<file path="src/rtl/alu_arbiter.sv">
`default_nettype none
// ============================================================================
//  Module   : alu_arbiter
//  Brief    : Round-robin front end that shares one combinational ALU among
//             NREQ requesters through an issue register and a result register,
//             with valid/ready handshakes on both sides.
//  Revision : 1.0 - initial release
// ============================================================================
module alu_arbiter #(
  parameter int NREQ  = 4,
  parameter int IDW   = 2,
  parameter int WIDTH = 32
) (
  input  logic                    clk_i,
  input  logic                    rst_ni,
  // requester side
  input  logic [NREQ-1:0]         req_valid_i,
  output logic [NREQ-1:0]         req_ready_o,
  input  logic [3*NREQ-1:0]       req_op_i,
  input  logic [WIDTH*NREQ-1:0]   req_inp1_i,
  input  logic [WIDTH*NREQ-1:0]   req_inp2_i,
  // ALU side
  output logic [2:0]              alu_op_o,
  output logic [WIDTH-1:0]        alu_inp1_o,
  output logic [WIDTH-1:0]        alu_inp2_o,
  input  logic [WIDTH-1:0]        alu_outp_i,
  // response side
  output logic                    rsp_valid_o,
  input  logic                    rsp_ready_i,
  output logic [IDW-1:0]          rsp_id_o,
  output logic [WIDTH-1:0]        rsp_data_o,
  output logic                    busy_o
);

  localparam logic [IDW-1:0] C_PTR_RESET = IDW'(NREQ - 1);

  // Issue stage
  logic             s1_valid_q, s1_valid_d;
  logic [2:0]       s1_op_q,    s1_op_d;
  logic [WIDTH-1:0] s1_inp1_q,  s1_inp1_d;
  logic [WIDTH-1:0] s1_inp2_q,  s1_inp2_d;
  logic [IDW-1:0]   s1_id_q,    s1_id_d;

  // Result stage
  logic             rsp_valid_q, rsp_valid_d;
  logic [WIDTH-1:0] rsp_data_q,  rsp_data_d;
  logic [IDW-1:0]   rsp_id_q,    rsp_id_d;

  // Round-robin pointer: last requester granted
  logic [IDW-1:0]   ptr_q, ptr_d;

  // Pipeline flow control
  logic             s2_free;
  logic             s1_adv;
  logic             s1_free;

  // Arbitration results
  logic             grant_vld;
  logic [IDW-1:0]   grant_id;
  logic [2:0]       sel_op;
  logic [WIDTH-1:0] sel_inp1;
  logic [WIDTH-1:0] sel_inp2;

  // Requester index k positions after p, wrapping at NREQ
  function automatic logic [IDW-1:0] rr_idx(input logic [IDW-1:0] p, input int k);
    int s;
    s = (int'(p) + k) % NREQ;
    return s[IDW-1:0];
  endfunction

  // Stage availability: result stage drains or is empty, issue stage can move
  always_comb begin
    s2_free = !rsp_valid_q || rsp_ready_i;
    s1_adv  = s1_valid_q && s2_free;
    s1_free = !s1_valid_q || s2_free;
  end

  // Round-robin search starting just after the last grantee; gated by reset
  always_comb begin
    grant_vld = 1'b0;
    grant_id  = '0;
    if (rst_ni && s1_free) begin
      for (int k = 1; k <= NREQ; k++) begin
        if (!grant_vld && req_valid_i[rr_idx(ptr_q, k)]) begin
          grant_vld = 1'b1;
          grant_id  = rr_idx(ptr_q, k);
        end
      end
    end
  end

  // One-hot ready toward the grantee only
  always_comb begin
    req_ready_o = '0;
    for (int i = 0; i < NREQ; i++) begin
      req_ready_o[i] = grant_vld && (grant_id == IDW'(i));
    end
  end

  // Select the grantee's op and operands
  always_comb begin
    sel_op   = '0;
    sel_inp1 = '0;
    sel_inp2 = '0;
    for (int i = 0; i < NREQ; i++) begin
      if (grant_id == IDW'(i)) begin
        sel_op   = req_op_i[3*i +: 3];
        sel_inp1 = req_inp1_i[WIDTH*i +: WIDTH];
        sel_inp2 = req_inp2_i[WIDTH*i +: WIDTH];
      end
    end
  end

  // Issue-stage next state: load on grant, empty when it advances unrefilled
  always_comb begin
    s1_valid_d = s1_valid_q;
    s1_op_d    = s1_op_q;
    s1_inp1_d  = s1_inp1_q;
    s1_inp2_d  = s1_inp2_q;
    s1_id_d    = s1_id_q;
    ptr_d      = ptr_q;
    if (grant_vld) begin
      s1_valid_d = 1'b1;
      s1_op_d    = sel_op;
      s1_inp1_d  = sel_inp1;
      s1_inp2_d  = sel_inp2;
      s1_id_d    = grant_id;
      ptr_d      = grant_id;
    end else if (s1_adv) begin
      s1_valid_d = 1'b0;
    end
  end

  // Result-stage next state: capture ALU output on advance, drop on pop
  always_comb begin
    rsp_valid_d = rsp_valid_q;
    rsp_data_d  = rsp_data_q;
    rsp_id_d    = rsp_id_q;
    if (s1_adv) begin
      rsp_valid_d = 1'b1;
      rsp_data_d  = alu_outp_i;
      rsp_id_d    = s1_id_q;
    end else if (rsp_ready_i) begin
      rsp_valid_d = 1'b0;
    end
  end

  // Issue-stage and pointer registers
  always_ff @(posedge clk_i or negedge rst_ni) begin
    if (!rst_ni) begin
      s1_valid_q <= 1'b0;
      s1_op_q    <= '0;
      s1_inp1_q  <= '0;
      s1_inp2_q  <= '0;
      s1_id_q    <= '0;
      ptr_q      <= C_PTR_RESET;
    end else begin
      s1_valid_q <= s1_valid_d;
      s1_op_q    <= s1_op_d;
      s1_inp1_q  <= s1_inp1_d;
      s1_inp2_q  <= s1_inp2_d;
      s1_id_q    <= s1_id_d;
      ptr_q      <= ptr_d;
    end
  end

  // Result-stage registers
  always_ff @(posedge clk_i or negedge rst_ni) begin
    if (!rst_ni) begin
      rsp_valid_q <= 1'b0;
      rsp_data_q  <= '0;
      rsp_id_q    <= '0;
    end else begin
      rsp_valid_q <= rsp_valid_d;
      rsp_data_q  <= rsp_data_d;
      rsp_id_q    <= rsp_id_d;
    end
  end

  // ALU is fed only while the issue stage holds an operation
  always_comb begin
    alu_op_o   = s1_valid_q ? s1_op_q   : '0;
    alu_inp1_o = s1_valid_q ? s1_inp1_q : '0;
    alu_inp2_o = s1_valid_q ? s1_inp2_q : '0;
  end

  // Response and status outputs
  always_comb begin
    rsp_valid_o = rsp_valid_q;
    rsp_data_o  = rsp_data_q;
    rsp_id_o    = rsp_id_q;
    busy_o      = s1_valid_q || rsp_valid_q;
  end

endmodule
`default_nettype wire

</file>
<file path="config.mk">
export PLATFORM = sky130hd
export DESIGN_NAME = alu_arbiter
export DESIGN_NICKNAME = d
export VERILOG_FILES = /design/src/rtl/alu_arbiter.sv
export SDC_FILE = /design/constraint.sdc
export NUM_CORES = 1
export LEC_CHECK = 0
export ABC_CLOCK_PERIOD_IN_PS = 2600
export BUFFER_PORTS_ARGS = -buffer_cell sky130_fd_sc_hd__buf_4
export CAP_MARGIN = 20
export CORE_AREA = 2 2 159 161
export DETAILED_ROUTE_END_ITERATION = 12
export DIE_AREA = 0 0 161 163
export PLACE_DENSITY = 0.59
export SLEW_MARGIN = 30
export SYNTH_ARGS = -nofsm -noshare
export SYNTH_HDL_FRONTEND = slang
export SYNTH_SLANG_ARGS = --single-unit
export TNS_END_PERCENT = 20
</file>
<file path="constraint.sdc">
create_clock -name clk_i -period 2.6 [get_ports clk_i]
set_input_delay 0.13 -clock clk_i [delete_from_list [all_inputs] [get_ports clk_i]]
set_output_delay 0.13 -clock clk_i [all_outputs]
set_load 0.05 [all_outputs]
</file>
==> reports/metrics.cfg <==
[min_path]
hp-start = alu_outp_i[8]
hold_end = rsp_data_o[8]
whs_path_depth = 2
hp-class = input port to flop

[synthesis]
synthesis.area_mm2 = 0.00647
yosysWarnings = 0
syn_inst = 646
async_reset_ff_share_pct = 100
ys_types = 39
yosys_register_bits = 107
synth.top_cell.area_share_pct = 40.6
syn_avg_cell_area_um2 = 10.0
synth_nets = 953
synthFlopType = dfrtp_1
synthTopCellsByArea = dfrtp_1, mux2i_1, o221ai_1, and2_1, mux2_2
synth_largest_area_cell = dfrtp_1
yosysSeqAreaShare_pct = 41.4
synth_edf_count = 0

[setup_path]
worstRegToRegCells = 7
slowest_stage = dfstp_2
path_max_fanout = 22
regToRegSetupSlack_ns = 0.35
cp.arrival_ns = 2.28
reg2reg_to = s1_inp1_q[4]
required_ns = 2.47
crit-reg2reg-launch = ptr_q[1]
cpPeakStageDelay_ns = 0.64
crit_type = flop to primary output
cp-start-kind = flop
path_cells = nand2_1 -> a221o_1 -> nand2_1 -> buf_4 -> a21oi_1 -> buf_4
critPathCaptureType = primary output

[drt]
route.antenna.remaining_nets = 0
vias = 6689
drc = 0
wl_per_cell_um = 19.1
via_per_inst = 4.77
dr.first_iter.drc_count = 399
drt-total-wl_um = 26800
drtPass1Iterations = 4

[outcome]
outcome = completed

[clocking]
cts_tree = built
clock_latency_ns = 0.35
cts_buffers = 9
cts_root_buf = clkbuf_16
cts.sinks = 107
h-tree-depth = 3
clk_path_buf_depth = 2
cts.clk_slew.worst_paths_ns = 0.08
postCtsSetupBuffers = 0

[floorplanning]
core_region_area_mm2 = 0.0247
fp.dieH_um = 163
io_pins = 414
rows = 58
start_util_pct = 26.2
die-area_mm2 = 0.0262
die_w_um = 161

[cells_and_area]
drive_gt1_share_pct = 47.7
fillCellCount = 2444
area_growth_pct = 63.8
nets = 1373
diodes = 0
seq_area_mm2 = 0.00268
multi_input_area_mm2 = 0.00345

[sta]
whs_ns = 0.0280
slew_headroom_pct = 52.9
min_period_over_period_pct = 92.8
max_freq_ghz = 0.415
setup_tns_ns = 0
slew_viol_final = 0
rsz0062_at_grt = false
hold_viol = 0
finalSetupViolCount = 0
fin_skew_ns = 0.0128
layout_min_cycle_time_ns = 2.41
tightest_slew_ns = 0.707

[global_route]
antenna_found_initial = 1
grt_max_degree = 70
grtUsageTotal_pct = 19.9
first_global_vias = 7105
overflow = 0
grt_pass1_wl_um = 40300

[place]
dp_hpwl_um = 19900
gp_congestion = 0.814
io_buffers = 413

[power_and_ir_drop]
irDropWorstVdd_v = 0.000441
p_per_area_mw_per_mm2 = 883
p_leak_nw = 5.30

[job]
drv_cap = 0

## synth_stat cells, types with 4 or more instances
cell type and instances:
nor2_1 22, o221ai_1 49, a211oi_1 38, inv_1 21
buf_4 7, nand2b_1 4, nand2_1 101, buf_2 22
mux2i_1 97, mux2_2 34, buf_6 5, and2_1 68
a21oi_1 4, clkbuf_1 23, a311oi_2 10, dfrtp_1 105
a311oi_1 8
## layer usage
| metal | global-route usage [%] | wire length [um] | share of wire [%] |
|---|---|---|---|
| met5 | 0 | 7 | 0.026 |
| met4 | 4.55 | 435 | 1.6 |
| met3 | 5.42 | 2040 | 7.6 |
| met2 | 35.0 | 13700 | 51 |
| met1 | 24.2 | 10600 | 40 |
## stage by stage
stage	instance area (um^2)	utilization, %	total power, W	instances	worst slack (ns)
2_1_floorplan	6470	-	0.00604	646	0.173
3_3_place_gp	9980	40.4	0.00779	1356	0.446
3_5_place_dp	9980	40.4	0.00784	1356	0.384
4_1_cts	10600	42.9	0.00946	1401	0.111
5_1_grt	10600	43.0	0.00987	1401	0.0179
6_report	10600	43.0	0.00936	1401	0.188
## worst max path at each step
stage | from | slack [ns] | endpoint | depth (start not counted)
floorplan | ptr_q[1] | 0.17 | req_ready_o[0] | 8
global placement | ptr_q[0] | 0.45 | s1_inp2_q[26] | 6
detailed placement | ptr_q[1] | 0.38 | s1_inp1_q[4] | 7
CTS | ptr_q[1] | 0.11 | req_ready_o[3] | 6
global route | ptr_q[0] | 0.02 | req_ready_o[0] | 7
finish | ptr_q[1] | 0.19 | req_ready_o[0] | 6
## placed cells by master (no fill, tap or decap), drive strengths merged, types with 2 or more instances in the layout
master	Yosys	layout
a211oi	38	38
o211ai	2	2
mux2i	97	97
nor3	2	2
nand2	101	101
and3	2	2
a311oi	18	18
nand2b	4	4
nor2	22	22
or2	2	2
a21oi	4	4
o221ai	49	49
mux2	34	34
clkbuf	23	9
nor2b	2	2
and2	69	69
dfrtp	105	105
buf	35	438
dfstp	2	2
dlygate4sd3	0	29
inv	21	26
o21ai	3	3
## cell type report
class                   count  share of cell area [%]
repair buffers            467                    34.5
multi-input cells         460                    32.5
flip-flops and latches    107                    25.3
well taps                 330                    3.90
clock buffers               9                    2.13
clock inverters             7                   0.850
inverters                  21                   0.744
## logic make-up after synthesis
family / after synthesis / share of synthesized area, %
AOI/OAI and AO/OA: 120 / 16.0
and+or+nand+nor: 209 / 15.7
buffers and inverters: 79 / 5.99
muxes: 131 / 20.9
DFF: 107 / 41.4
## timing repair
action | CTS | global route
hold buffers | 29 | 0
gates resized for setup | 0 | 2
hold endpoints to repair | 43 | 0
endpoints found under the setup margin | 0 | 1
## report_power, final
group | internal [W] | leakage [nW] | switching, W
Sequential | 0.00228 | 1.27 | 0.000349
Clock | 0.000781 | 0.156 | 0.000750
Combinational | 0.00200 | 3.88 | 0.00320
Total | 0.00506 | 5.30 | 0.00430
## state kept, by name (all words and copies together) (netlist names)
name,count
ptr_q,2
rsp_data_o,32
rsp_id_o,2
rsp_valid_o,1
s1_id_q,2
s1_inp1_q,32
s1_inp2_q,32
s1_op_q,3
s1_valid_q,1
## worst max-delay path: cells and delay by family, from the launching register on
kind | cells | cell delay (ns)
flip-flops | 1 | 0.64
AO/OA/AOI/OAI | 2 | 0.51
buffers and inverters | 2 | 0.53
AND/OR/NAND/NOR | 2 | 0.25
Power figures use the tool's default switching activity.
